$ cat src/rtl/fetch_pkg.sv
// Shared definitions for the instruction-fetch stage: FSM state encoding,
// instruction width and the NOP word used for reset and faults.
package fetch_pkg;

    localparam int INSTR_W = 32;
    localparam logic [INSTR_W-1:0] NOP_INSTR = 32'h00000013;

    typedef enum logic [2:0] {
        ST_IDLE    = 3'd0,
        ST_REQ     = 3'd1,
        ST_WAIT    = 3'd2,
        ST_CAPTURE = 3'd3,
        ST_FAULT   = 3'd4
    } fetch_state_t;

endpackage

$ cat src/rtl/pc_unit.sv
// Architectural PC register with branch-condition evaluation and next-PC
// selection. Updates on every cycle a write strobe qualifies, regardless of
// what the fetch FSM is doing.
module pc_unit #(
    parameter int              XLEN     = 64,
    parameter logic [XLEN-1:0] RESET_PC = '0
) (
    input  logic            clk,
    input  logic            rst_n,
    input  logic            pc_write,
    input  logic            pc_write_cond,
    input  logic            branch_op,
    input  logic            pc_src,
    input  logic [XLEN-1:0] alu_result,
    input  logic [XLEN-1:0] alu_out,
    input  logic            alu_zero,
    output logic [XLEN-1:0] pc
);

    logic            branch_taken;
    logic            pc_en;
    logic [XLEN-1:0] pc_next;

    // BEQ takes on zero, BNE on non-zero; XOR with branch_op folds both.
    always_comb begin
        branch_taken = pc_write_cond & (alu_zero ^ branch_op);
        pc_en        = pc_write | branch_taken;
        pc_next      = pc_src ? alu_out : alu_result;
    end

    // PC register; wraps naturally at XLEN bits.
    always_ff @(posedge clk or negedge rst_n) begin
        if (!rst_n) begin
            pc <= RESET_PC;
        end else if (pc_en) begin
            pc <= pc_next;
        end
    end

endmodule

$ cat src/rtl/instr_fetch.sv
// Instruction-fetch stage: request/acknowledge handshake with instruction
// memory, instruction register and PC ownership.
// Optional feature macro: INSTR_FETCH_WATCHDOG_EN -- when defined, a 4-bit
// counter aborts a fetch that has not been acknowledged within TIMEOUT cycles.
module instr_fetch
    import fetch_pkg::*;
#(
    parameter int              XLEN     = 64,
    parameter logic [XLEN-1:0] RESET_PC = '0,
    parameter int              TIMEOUT  = 15
) (
    input  logic               clk,
    input  logic               rst_n,
    input  logic               fetch_req,
    input  logic               pc_write,
    input  logic               pc_write_cond,
    input  logic               branch_op,
    input  logic               pc_src,
    input  logic [XLEN-1:0]    alu_result,
    input  logic [XLEN-1:0]    alu_out,
    input  logic               alu_zero,
    output logic [XLEN-1:0]    imem_addr,
    output logic               imem_req,
    input  logic               imem_ack,
    input  logic [INSTR_W-1:0] imem_rdata,
    input  logic               imem_err,
    output logic [INSTR_W-1:0] instruction,
    output logic [XLEN-1:0]    instr_pc,
    output logic               instr_valid,
    output logic [XLEN-1:0]    pc,
    output logic               fetch_busy,
    output logic               fetch_fault
);

    fetch_state_t       state;
    logic [INSTR_W-1:0] rsp_data;
    logic               rsp_err;

`ifdef INSTR_FETCH_WATCHDOG_EN
    logic [3:0] wdog_cnt;
    localparam logic [3:0] WDOG_LAST = 4'(TIMEOUT - 1);
`else
    logic unused_timeout;
    assign unused_timeout = ^TIMEOUT;
`endif

    pc_unit #(
        .XLEN     (XLEN),
        .RESET_PC (RESET_PC)
    ) u_pc_unit (
        .clk           (clk),
        .rst_n         (rst_n),
        .pc_write      (pc_write),
        .pc_write_cond (pc_write_cond),
        .branch_op     (branch_op),
        .pc_src        (pc_src),
        .alu_result    (alu_result),
        .alu_out       (alu_out),
        .alu_zero      (alu_zero),
        .pc            (pc)
    );

    // Fetch FSM with registered outputs; imem_req clears asynchronously on reset.
    always_ff @(posedge clk or negedge rst_n) begin
        if (!rst_n) begin
            state       <= ST_IDLE;
            imem_addr   <= RESET_PC;
            imem_req    <= 1'b0;
            fetch_busy  <= 1'b0;
            instruction <= NOP_INSTR;
            instr_pc    <= RESET_PC;
            instr_valid <= 1'b0;
            fetch_fault <= 1'b0;
            rsp_data    <= NOP_INSTR;
            rsp_err     <= 1'b0;
`ifdef INSTR_FETCH_WATCHDOG_EN
            wdog_cnt    <= 4'd0;
`endif
        end else begin
            instr_valid <= 1'b0;
            case (state)
                ST_IDLE: begin
                    if (fetch_req) begin
                        if (pc[1:0] != 2'b00) begin
                            state <= ST_FAULT;
                        end else begin
                            // Address is frozen here until the response is captured.
                            imem_addr  <= pc;
                            imem_req   <= 1'b1;
                            fetch_busy <= 1'b1;
                            state      <= ST_REQ;
`ifdef INSTR_FETCH_WATCHDOG_EN
                            wdog_cnt   <= 4'd0;
`endif
                        end
                    end
                end
                ST_REQ, ST_WAIT: begin
                    if (imem_ack) begin
                        rsp_data   <= imem_rdata;
                        rsp_err    <= imem_err;
                        imem_req   <= 1'b0;
                        fetch_busy <= 1'b0;
                        state      <= ST_CAPTURE;
                    end
`ifdef INSTR_FETCH_WATCHDOG_EN
                    else if (wdog_cnt == WDOG_LAST) begin
                        imem_req   <= 1'b0;
                        fetch_busy <= 1'b0;
                        state      <= ST_FAULT;
                    end else begin
                        wdog_cnt <= wdog_cnt + 4'd1;
                        state    <= ST_WAIT;
                    end
`else
                    else begin
                        state <= ST_WAIT;
                    end
`endif
                end
                ST_CAPTURE: begin
                    if (rsp_err) begin
                        state <= ST_FAULT;
                    end else begin
                        instruction <= rsp_data;
                        instr_pc    <= imem_addr;
                        instr_valid <= 1'b1;
                        state       <= ST_IDLE;
                    end
                end
                ST_FAULT: begin
                    // Hand the control unit a NOP so it never decodes garbage.
                    instruction <= NOP_INSTR;
                    fetch_fault <= 1'b1;
                    instr_valid <= 1'b1;
                    state       <= ST_IDLE;
                end
                default: begin
                    state <= ST_IDLE;
                end
            endcase
        end
    end

endmodule

$ cat config.mk
export PLATFORM = sky130hd
export DESIGN_NAME = instr_fetch
export DESIGN_NICKNAME = d
export VERILOG_FILES = /design/src/rtl/fetch_pkg.sv /design/src/rtl/pc_unit.sv /design/src/rtl/instr_fetch.sv
export SDC_FILE = /design/constraint.sdc
export NUM_CORES = 1
export LEC_CHECK = 0
export CORE_MARGIN = 2
export CORE_UTILIZATION = 30
export CTS_CLUSTER_DIAMETER = 60
export DETAILED_ROUTE_END_ITERATION = 10
export GPL_TIMING_DRIVEN = 1
export HOLD_SLACK_MARGIN = 0.05
export PLACE_DENSITY_LB_ADDON = 0.25
export SYNTH_ARGS = -nofsm -noshare
export SYNTH_HDL_FRONTEND = slang
export SYNTH_SLANG_ARGS = --single-unit
$ cat constraint.sdc
create_clock -name clk -period 1.7 [get_ports clk]
set_clock_uncertainty 0.2 [all_clocks]
set_input_delay 0.34 -clock clk [delete_from_list [all_inputs] [get_ports clk]]
set_output_delay 0.34 -clock clk [all_outputs]
set_load 0.03 [all_outputs]
* Word-level counts from Yosys, hierarchy flattened
Cells that the tools add are included.
** Storage, ports and cells
- Register bits :: 263
- Output and inout bits :: 228
- Word-level logic and storage cells :: 47
** Operators by class
- Equal/unequal tests :: 8
- Muxes and demuxes :: 14
- Bitwise operators :: 5
- Reduce and logical (&&, ||, !) cells :: 10
** Operators with widths (count)
- $mux W64 :: 1
- $pmux W32 S2 :: 1
- $mux W32 :: 1
- $mux W3 :: 3
- $pmux W3 S3 :: 1
- $ne A2 B2 Y1 const B :: 4
- $eq A3 B2 Y1 const B :: 2
- $reduce_and A2 Y1 :: 3
- $reduce_bool A2 Y1 :: 3
- $mux W1 :: 5
- $pmux W1 S2 :: 2
- $reduce_and A4 Y1 :: 1
- $eq A3 B1 Y1 const B :: 1
- $eq A3 B3 Y1 const B :: 1
- $logic_not A3 Y1 :: 1
- $reduce_and A3 Y1 :: 1
- $not A1 Y1 :: 2
- $reduce_or A2 Y1 :: 1
- $and A1 B1 Y1 :: 1
- $or A1 B1 Y1 :: 1
- $xor A1 B1 Y1 :: 1

* Logic depth before layout (Yosys ltp)
Gate-level depths: netlist of the first run.
- Depth after elaboration :: 4
- Mapped depth :: 6

* Hierarchy
From an unflattened synthesis of the first run, not the netlist that was laid out.
** Unflattened totals
- Cell total of the unflattened synthesis :: 725
- Area total of the unflattened synthesis :: 10881.7 µm²
** Modules (own cells, without submodules)
- instr_fetch :: instances 1, cells an instance 439, area each 7368.3 µm², seq. area each 4987.3 µm²
- pc_unit :: instances 1, cells an instance 286, area each 3513.4 µm², seq. area each 1601.5 µm²

* Worst setup path before layout of the first run
Ideal clock, no wire load.
- Path type :: register to register
- Start point :: reg state[2]
- End point :: reg instr_pc[62]
- Arrival time :: 1.512 ns
- Slack :: -0.136 ns
- Cell stages (with the launch flop) :: 6
- Path buffers :: 3
- Period minus slack after synthesis :: 1.836 ns
- Cell sequence :: dfrtp_1 -> buf_2 -> and4bb_1 -> buf_2 -> buf_2 -> mux2_2
** On the way
- Cells in the longest elaborated chain, start to end :: 2
** RTL lines
- start, declared :: line instr_fetch.sv:35 : fetch_state_t state;
- start signal, assigned :: line instr_fetch.sv:66 : state <= ST_IDLE;
- start signal, assigned :: line instr_fetch.sv:85 : state <= ST_FAULT;
- start signal, assigned :: line instr_fetch.sv:91 : state <= ST_REQ;
- $eq A3 B2 Y1 :: line instr_fetch.sv:81 : case (state)
- $reduce_and A2 Y1 (no source line)
- end signal, assigned :: line instr_fetch.sv:126 : instr_pc <= imem_addr;
- end, declared :: line instr_fetch.sv:28 : output logic [XLEN-1:0] instr_pc,
Every way passes these cells.
A chain may end at the register's enable or synchronous reset.

* Worst setup path in the final report of the first run
- Start point :: reg u_pc_unit.pc[1]
- End point :: out pc[1]
** RTL lines
- start, declared :: line pc_unit.sv:17 : output logic [XLEN-1:0] pc
- start signal, assigned :: line pc_unit.sv:36 : pc <= pc_next;
- end, declared :: line instr_fetch.sv:30 : output logic [XLEN-1:0] pc,
No word-level cell between the ends.

==> results of run 1 <==
[per-stage QoR]
step / setup WS (ps) / cells / utilization, % / hold WS, ps / cell area (um^2)
floorplan: -105.8 / 725 / - / -155.6 / 10530
detailed placement: -341.3 / 1587 / 45.96 / -9.561 / 15840
global route: -215.0 / 1724 / 51.42 / 185.8 / 17720
finish: -167.1 / 1724 / 51.42 / 190.4 / 17720
CTS: -187.0 / 1688 / 48.91 / 164.4 / 16850
global placement: -320.0 / 1587 / 45.96 / -13.19 / 15840
[kinds of logic (layout without fill, tap and decap cells)]
| logic type | Yosys count | after routing | share of synthesized area, % |
|---|---|---|---|
| simple gates | 78 | 78 | 3.205 |
| xor+xnor | 2 | 2 | 0.1675 |
| flops | 263 | 263 | 62.98 |
| compound gates | 104 | 104 | 7.762 |
| mux | 223 | 223 | 23.24 |
| buf+inv | 55 | 599 | 2.643 |
[cell usage after synthesis (4+ instances only)]
| cell | n |
|---|---|
| nor2_1 | 67 |
| clkbuf_1 | 18 |
| a22oi_1 | 64 |
| mux2_2 | 157 |
| a22o_1 | 29 |
| buf_4 | 5 |
| buf_1 | 4 |
| dfstp_2 | 6 |
| mux2i_1 | 64 |
| buf_2 | 23 |
| dfrtp_1 | 257 |
[final cells by class]
cell class	instances	area [um^2]
Fill cell	3009	16740
Inverter	2	7.507
Multi-Input combinational cell	407	4024
Timing Repair Buffer	545	5553
Clock inverter	6	61.31
Clock buffer	46	902.1
Sequential cell	263	6600
Tap cell	455	569.3
[registers in the layout, indices dropped and copies added (netlist names)]
| signal | flops |
|---|---|
| imem_addr | 64 |
| instr_pc | 64 |
| u_pc_unit.pc | 64 |
| instruction | 32 |
| rsp_data | 32 |
| state | 3 |
| fetch_busy | 1 |
| fetch_fault | 1 |
| instr_valid | 1 |
| rsp_err | 1 |
[timing repair]
action | CTS | global route
setup buffers | 38 | 33
endpoints found under the setup margin | 394 | 437
gates cloned | 9 | 10
hold buffers | 2 | 0
pin swaps | 15 | 9
resized for setup | 1065 | 232
hold endpoints to repair | 263 | 0
[worst max path at each step]
stage / startpoint / endpoint / slack [ps] / cells after the start
2_1_floorplan: state[1] / rsp_data[10] / -110 / 4
3_3_place_gp: alu_zero / u_pc_unit.pc[1] / -320 / 6
3_5_place_dp: branch_op / u_pc_unit.pc[10] / -340 / 6
4_1_cts: u_pc_unit.pc[1] / pc[1] / -190 / 3
5_1_grt: u_pc_unit.pc[1] / pc[1] / -210 / 3
6_report: u_pc_unit.pc[1] / pc[1] / -170 / 3
[routing by layer]
layer	global-route usage (%)	vias to the layer above	share of wire [%]
li1	-	3663	-
met1	23.03	4089	41
met3	5.024	47	7.8
met5	0	-	0
met4	4.383	0	2.0
met2	32.49	287	49
[worst register-to-register path, cell delays in order, from the launching register on]
cell and delay (ps):
dfrtp_1 400, and4bb_4 470, buf_8 180, clkbuf_16 170
mux2_4 300
[report_power, final]
part | leakage (nW) | total, mW | switching [mW] | internal, mW
registers | 3.15 | 10.7 | 1.86 | 8.79
clock network | 0.478 | 6.31 | 2.54 | 3.77
logic | 4.69 | 15.9 | 7.81 | 8.05
==> results by group, run 1 <==
Floorplan
  • Overall die height: 190.7 um
  • Horiz. Die Dim: 190.7 um
  • Area of the die: between 30,000 and 40,000 um^2
  • Initial standard-cell utilization of the core: 30.36%
  • Count of standard-cell rows: 68
  • Top-level port count: 398
  • Core area: roughly 34,000 um^2

Global routing
  • Tot GR Track Use: 18.67%
  • Total overflow reported by the global router: 0
  • Pin count of the biggest net entering global routing: 72
  • Vias in the first global route: 8,728
  • Initial antenna violation count: 0
  • Wire length of the first global-routing pass: ~53 mm

Critical path
  • Required time at the worst-slack endpoint: 1160 ps
  • Crit-path leading delay family: flip-flops
  • Critical R2R Capture: instr_pc[21]
  • Startpoint Class: register
  • Cell seen most often among critical-path stages: buf_6
  • FF-to-FF Start: state[2]
  • List of cells traversed by the critical path: buf_6 > buf_6 > buf_12
  • Depth of the most critical reg-to-reg path: 4
  • Worst Path Max Fanout: 2
  • Reg-to-reg slack, setup: -160 ps
  • Crit path max-delay cell type: dfrtp_2
  • Worst Setup End Kind: output pin
  • Kind of critical path: register to output pin
  • Buffer and inverter count on the worst path: 3
  • Endpoint arrival time on the critical path: 1330 ps
  • Highest cell delay on the worst timing path: 410 ps

Drt
  • Antenna viol nets, final: 0
  • Final routed DRC violation total: 0
  • Count of routing violations after the opening detailed-route iteration: 330
  • Routed length per placed instance: 20.81 um
  • Vias per cell: 4.690
  • Total number of vias: 8,086
  • Total wirelength of the detailed-routed design: 35.88 mm
  • Pre-Repair DR Iteration Count: 4

Job
  • Number of max-capacitance violations reported: 0

STA
  • RSZ-0062 raised after global routing: true
  • Final Cycle Share: 109.8%
  • Min cycle time layout: roughly 1900 ps
  • Worst Setup Slack, final: -167.1 ps
  • Transition time at the pin with the least slew margin: approximately 370 ps
  • Hold violation count in the final report: 0
  • Highest attainable clock frequency: 535.6 MHz
  • Worst max-slew margin expressed relative to the limit: 74.53%
  • Setup TNS after final layout: -13,590 ps
  • Final max-slew violation count: 0
  • Setup violations, final: just under 200

Finish
  • Share of layout cells above drive strength 1: 47.75%
  • Most common library cell in the layout ignoring fill and taps: dfrtp_1
  • Net total in the final layout: 1,419
  • Count of antenna diodes in the layout: 0
  • Commonest non-fill, non-tap cells in the layout: 248 x dfrtp_1, 166 x clkdlybuf4s50_1, 158 x buf_4
  • Area growth from synthesis to layout: 69.36%

Logic synthesis
  • Async set-reset flop share out of synthesis: 100.0%
  • Synth warnings: 0
  • Sequential cell area fraction in the yosys report: 62.98%
  • Distinct cells, synth: 30
  • Syn avg cell area: 14.43 um^2
  • Fraction of post-synthesis cell area in the top cell type by area: 61.48%
  • Synth top area cells: dfrtp_1 61%, mux2_2 17%, mux2i_1 6.1%, a22oi_1 4.6%, a22o_1 2.4%
  • Cell Area, Synth: 10,460 um^2
  • Number of standard cells after synthesis: 725
  • Biggest area consumer among synthesized cells: dfrtp_1
  • Count of flip-flops with a built-in enable after synthesis: 0
  • Register bit total from synthesis: 263
  • Post-Syn Nets: roughly 900
  • Most used flip-flop cell after synthesis: dfrtp_1

Placed design
  • DPL Wire Length: 23.12 mm
  • Buffers added on ports: 397
  • Last weighted congestion value of the routability-driven placer: a little under 0.8

Pwr
  • Cell leakage power: 8.311 nW
  • Areal power density over the cells: 1852 nW/um^2
  • Highest ir drop seen on vdd: approximately 0.96 mV
  • Power, Total: 32.82 mW

Worst hold path
  • Worst Hold Launch: pc_write
  • Worst Hold Class: input port to register
  • Hold Path Cell Cnt: 4
  • Worst hold path endpoint: u_pc_unit.pc[57]

Clock tree
  • Worst-path clk slew: 60 ps
  • Clock Latency Late Sink: 550 ps
  • CTS tree: built
  • Clock H-tree levels: 1
  • Number of buffers added by the clock tree synthesis step: 30
  • CTS Buffer Depth: 3
  • CTS sink cnt: 263
  • Root buf cell: clkbuf_16

Status
  • Run status: complete, but fails checks
  • Violations in the final reports: setup timing
Note: power is estimated with default switching activity, not from simulation.
==> inputs of run 2 (changes only) <==
SYNTH_HIERARCHICAL = 1   (was not set)
==> run 2 against run 1 <==
The flow finishes with violations (DRC, setup timing). Cell area decreased by 3.0%. Non-clock buffer count down 56. Synthesized cell count stayed put. Critical path type is now register to register. First-iteration DRC count decreased by 3.0%. Synthesized area is 4.0% higher.
==> results by group, run 2 <==
Finish
  • Most common library cell in the layout ignoring fill and taps: dfrtp_1
  • Share of layout cells above drive strength 1: 50.29% (+2.5 points)
  • Net total in the final layout: 1,367 (-3.7%)
  • Commonest non-fill, non-tap cells in the layout: 252 x dfrtp_1, 183 x buf_2, 166 x clkdlybuf4s50_1
  • Multi-input gate area: 4317 um^2 (+7.3%)
  • Non-filler cells in the finished layout: 1,680 (-2.6%)
  • Area growth from synthesis to layout: 57.97%
  • Cell area after layout: 17,190 um^2 (-3.0%)
  • Fill cell instance count of the final layout: 3,211 (+6.7%)
  • Count of antenna diodes in the layout: 0 (unchanged)
  • Utilization after layout: 48.21% (-3.2 points)
  • Total area of sequential cells: 6595 um^2 (about the same)
  • Largest registers: imem_addr x64, instr_pc x64, u_pc_unit/pc x64

Drt
  • Pre-Repair DR Iteration Count: 11 (+7)
  • Final routed DRC violation total: 22 (+22)
  • Routed length per placed instance: 20.20 um (-2.9%)
  • Total number of vias: 7,859 (-2.8%)
  • Count of routing violations after the opening detailed-route iteration: 320 (-3.0%)
  • Antenna viol nets, final: 0 (unchanged)
  • Vias per cell: 4.678 (-0.26%)
  • Total wirelength of the detailed-routed design: 33.93 mm (-5.4%)

STA
  • RSZ-0062 raised after global routing: true
  • Highest attainable clock frequency: 550.5 MHz (+2.8%)
  • Final max-slew violation count: 0 (unchanged)
  • Min cycle time layout: 1817 ps (-50.50 ps)
  • Transition time at the pin with the least slew margin: 374.9 ps (+3.582 ps)
  • Setup TNS after final layout: -12,610 ps (+987.0 ps)
  • Worst hold margin: 101.4 ps (-88.99 ps)
  • Final Cycle Share: 106.9% (-3.0 points)
  • Hold violation count in the final report: 0 (unchanged)
  • Worst max-slew margin expressed relative to the limit: 74.29% (-0.25 points)
  • Worst Setup Slack, final: -116.6 ps (+50.50 ps)
  • Setup violations, final: 196 (+1.6%)

Clock tree
  • Number of buffers added by the clock tree synthesis step: 34 (+13%)
  • CTS Buffer Depth: 3 (unchanged)
  • CTS sink cnt: 263 (unchanged)
  • CTS tree: built
  • Root buf cell: clkbuf_16
  • Worst-path clk slew: 60 ps (about the same)
  • Clock Latency Late Sink: 500 ps (-50 ps)
  • Clock H-tree levels: 2 (+1)

Global routing
  • Initial antenna violation count: 0 (unchanged)
  • Tot GR Track Use: 16.86% (-1.8 points)
  • Pin count of the biggest net entering global routing: 53 (-26%)
  • Vias in the first global route: 8,187 (-6.2%)
  • Wire length of the first global-routing pass: 50.21 mm (-4.6%)
  • Total overflow reported by the global router: 0 (unchanged)

Logic synthesis
  • Post-Syn Nets: 895 (unchanged)
  • Distinct cells, synth: 31 (+3.3%)
  • Biggest area consumer among synthesized cells: dfrtp_1
  • Fraction of post-synthesis cell area in the top cell type by area: 59.10% (-2.4 points)
  • Async set-reset flop share out of synthesis: 100.0% (unchanged)
  • Number of standard cells after synthesis: 725 (unchanged)
  • Register bit total from synthesis: 263 (unchanged)
  • Synth top area cells: dfrtp_1 59%, mux2_2 16%, a22oi_2 6.9%, mux2i_1 5.9%, a22o_1 2.3%
  • Most used flip-flop cell after synthesis: dfrtp_1
  • Count of flip-flops with a built-in enable after synthesis: 0 (unchanged)
  • Top-count cell post-synth: dfrtp_1
  • Most frequent cells after synthesis: 257 x dfrtp_1, 157 x mux2_2, 67 x nor2_1
  • Synth warnings: 6 (+6)
  • Cell Area, Synth: 10,880 um^2 (+4.0%)
  • Syn avg cell area: 15.01 um^2 (+4.0%)
  • Sequential cell area fraction in the yosys report: 60.55% (-2.4 points)

Floorplan
  • Horiz. Die Dim: 194.5 um (+1.9%)
  • Top-level port count: 398 (unchanged)
  • Core area: 35,660 um^2 (+3.5%)
  • Initial standard-cell utilization of the core: 30.52% (+0.16 points)
  • Overall die height: 194.5 um (+1.9%)
  • Count of standard-cell rows: 69 (+1.5%)
  • Area of the die: 37,810 um^2 (+3.9%)

Critical path
  • Worst Setup End Kind: register
  • Endpoint arrival time on the critical path: 2050 ps (+720 ps)
  • Worst Path Max Fanout: 5 (+3)
  • Startpoint Class: register
  • Depth of the most critical reg-to-reg path: 7 (+3)
  • Kind of critical path: register to register
  • Required time at the worst-slack endpoint: 1940 ps (+780 ps)

Placed design
  • DPL Wire Length: 22.67 mm (-2.0%)
  • Setup slack after placement: -315.3 ps (+26.03 ps)
  • Last weighted congestion value of the routability-driven placer: 0.7431 (-4.1%)
  • Number of cells in the design after placement: 1,593 (+0.38%)
  • Buffers added on ports: 397 (unchanged)
  • Total placed instance area: 16,140 um^2 (+1.9%)

Status
  • Violations in the final reports: DRC, setup timing
  • Run status: complete, but fails checks

Job
  • Number of max-capacitance violations reported: 0 (unchanged)

Worst hold path
  • Worst Hold Class: input port to async pin

Pwr
  • Highest ir drop seen on vdd: 0.9055 mV (-5.3%)
  • Clk network pwr share: 21.8% (+2.6 points)
  • Areal power density over the cells: 1858 nW/um^2 (+0.28%)
  • Power, Total: 31.93 mW (-2.7%)
  • Internal power contribution: 19.92 mW (-3.3%)
  • Switching share of total power: 37.63% (+0.42 points)
  • Sequential power share: 33.1% (+0.6 points)
  • Net switching power: 12.01 mW (-1.6%)
  • Cell leakage power: 7.934 nW (-4.5%)
  • Portion of total power attributed to combinational logic: 45.2% (-3.1 points)
-- run 2: worst paths after layout --
check | from | end | slack [ps]
setup / recovery | state[1] | instruction[25] | -120
hold / removal | rst_n | rsp_data[18] | 100
setup reg to reg | state[1] | instruction[25] | -120
hold reg to reg | fetch_fault | fetch_fault | 270
max in group asynchronous | rst_n | instr_pc[53] | 510
min in group clk | pc_write | u_pc_unit/pc[21] | 220
-- run 2: cell type report --
class                   count  share of cell area, %
well taps                 461                  3.355
clock buffers              50                  5.845
repair buffers            489                  26.81
clock inverters             8                 0.4731
multi-input cells         407                  25.11
flip-flops and latches    263                  38.37
inverters                   2                0.04367
-- run 2: kinds of logic after synthesis --
| kind of cell | after synthesis | synth area share [%] |
|---|---|---|
| buffers and inverters | 55 | 3.645 |
| AO/OA/AOI/OAI | 104 | 10.22 |
| XOR/XNOR | 2 | 0.1610 |
| flip-flops | 263 | 60.55 |
| multiplexers | 223 | 22.34 |
| AND/OR/NAND/NOR | 78 | 3.081 |
-- run 2: metal layers --
metal	wire length, um	vias to the layer above	share of wire (%)	GRT usage (%)
met3	2394	51	7.1	4.668
met5	0	-	0	0
met2	16650	253	49	28.13
li1	-	3577	-	-
met1	14240	3978	42	21.63
met4	654	0	1.9	4.274
-- run 2: worst max-delay path: stages, from the launching register on --
cell and delay (ps):
dfrtp_2 450, and4bb_4 240, buf_6 130, buf_6 110, a21oi_4 220, buf_6 160
buf_6 110, a22o_1 130
-- run 2: what timing repair did --
action                                  4_1_cts  5_1_grt
pin swaps                                     4       11
resized for setup                          1005       81
endpoints found under the setup margin      371      204
hold endpoints to repair                    263        0
buffers inserted                              8        9
cloned                                        4        9
hold buffers                                  1        0
-- run 2: power by group through the flow --
stage | Sequential (mW) | Clock, mW | Combinational [mW]
after floorplan | 14.1 | 0 | 3.77
after global placement | 10.5 | 0 | 14.1
after detailed placement | 10.6 | 0 | 14.2
after CTS | 10.5 | 7.14 | 13.5
after global routing | 10.9 | 7.45 | 15.1
final | 10.6 | 6.95 | 14.4
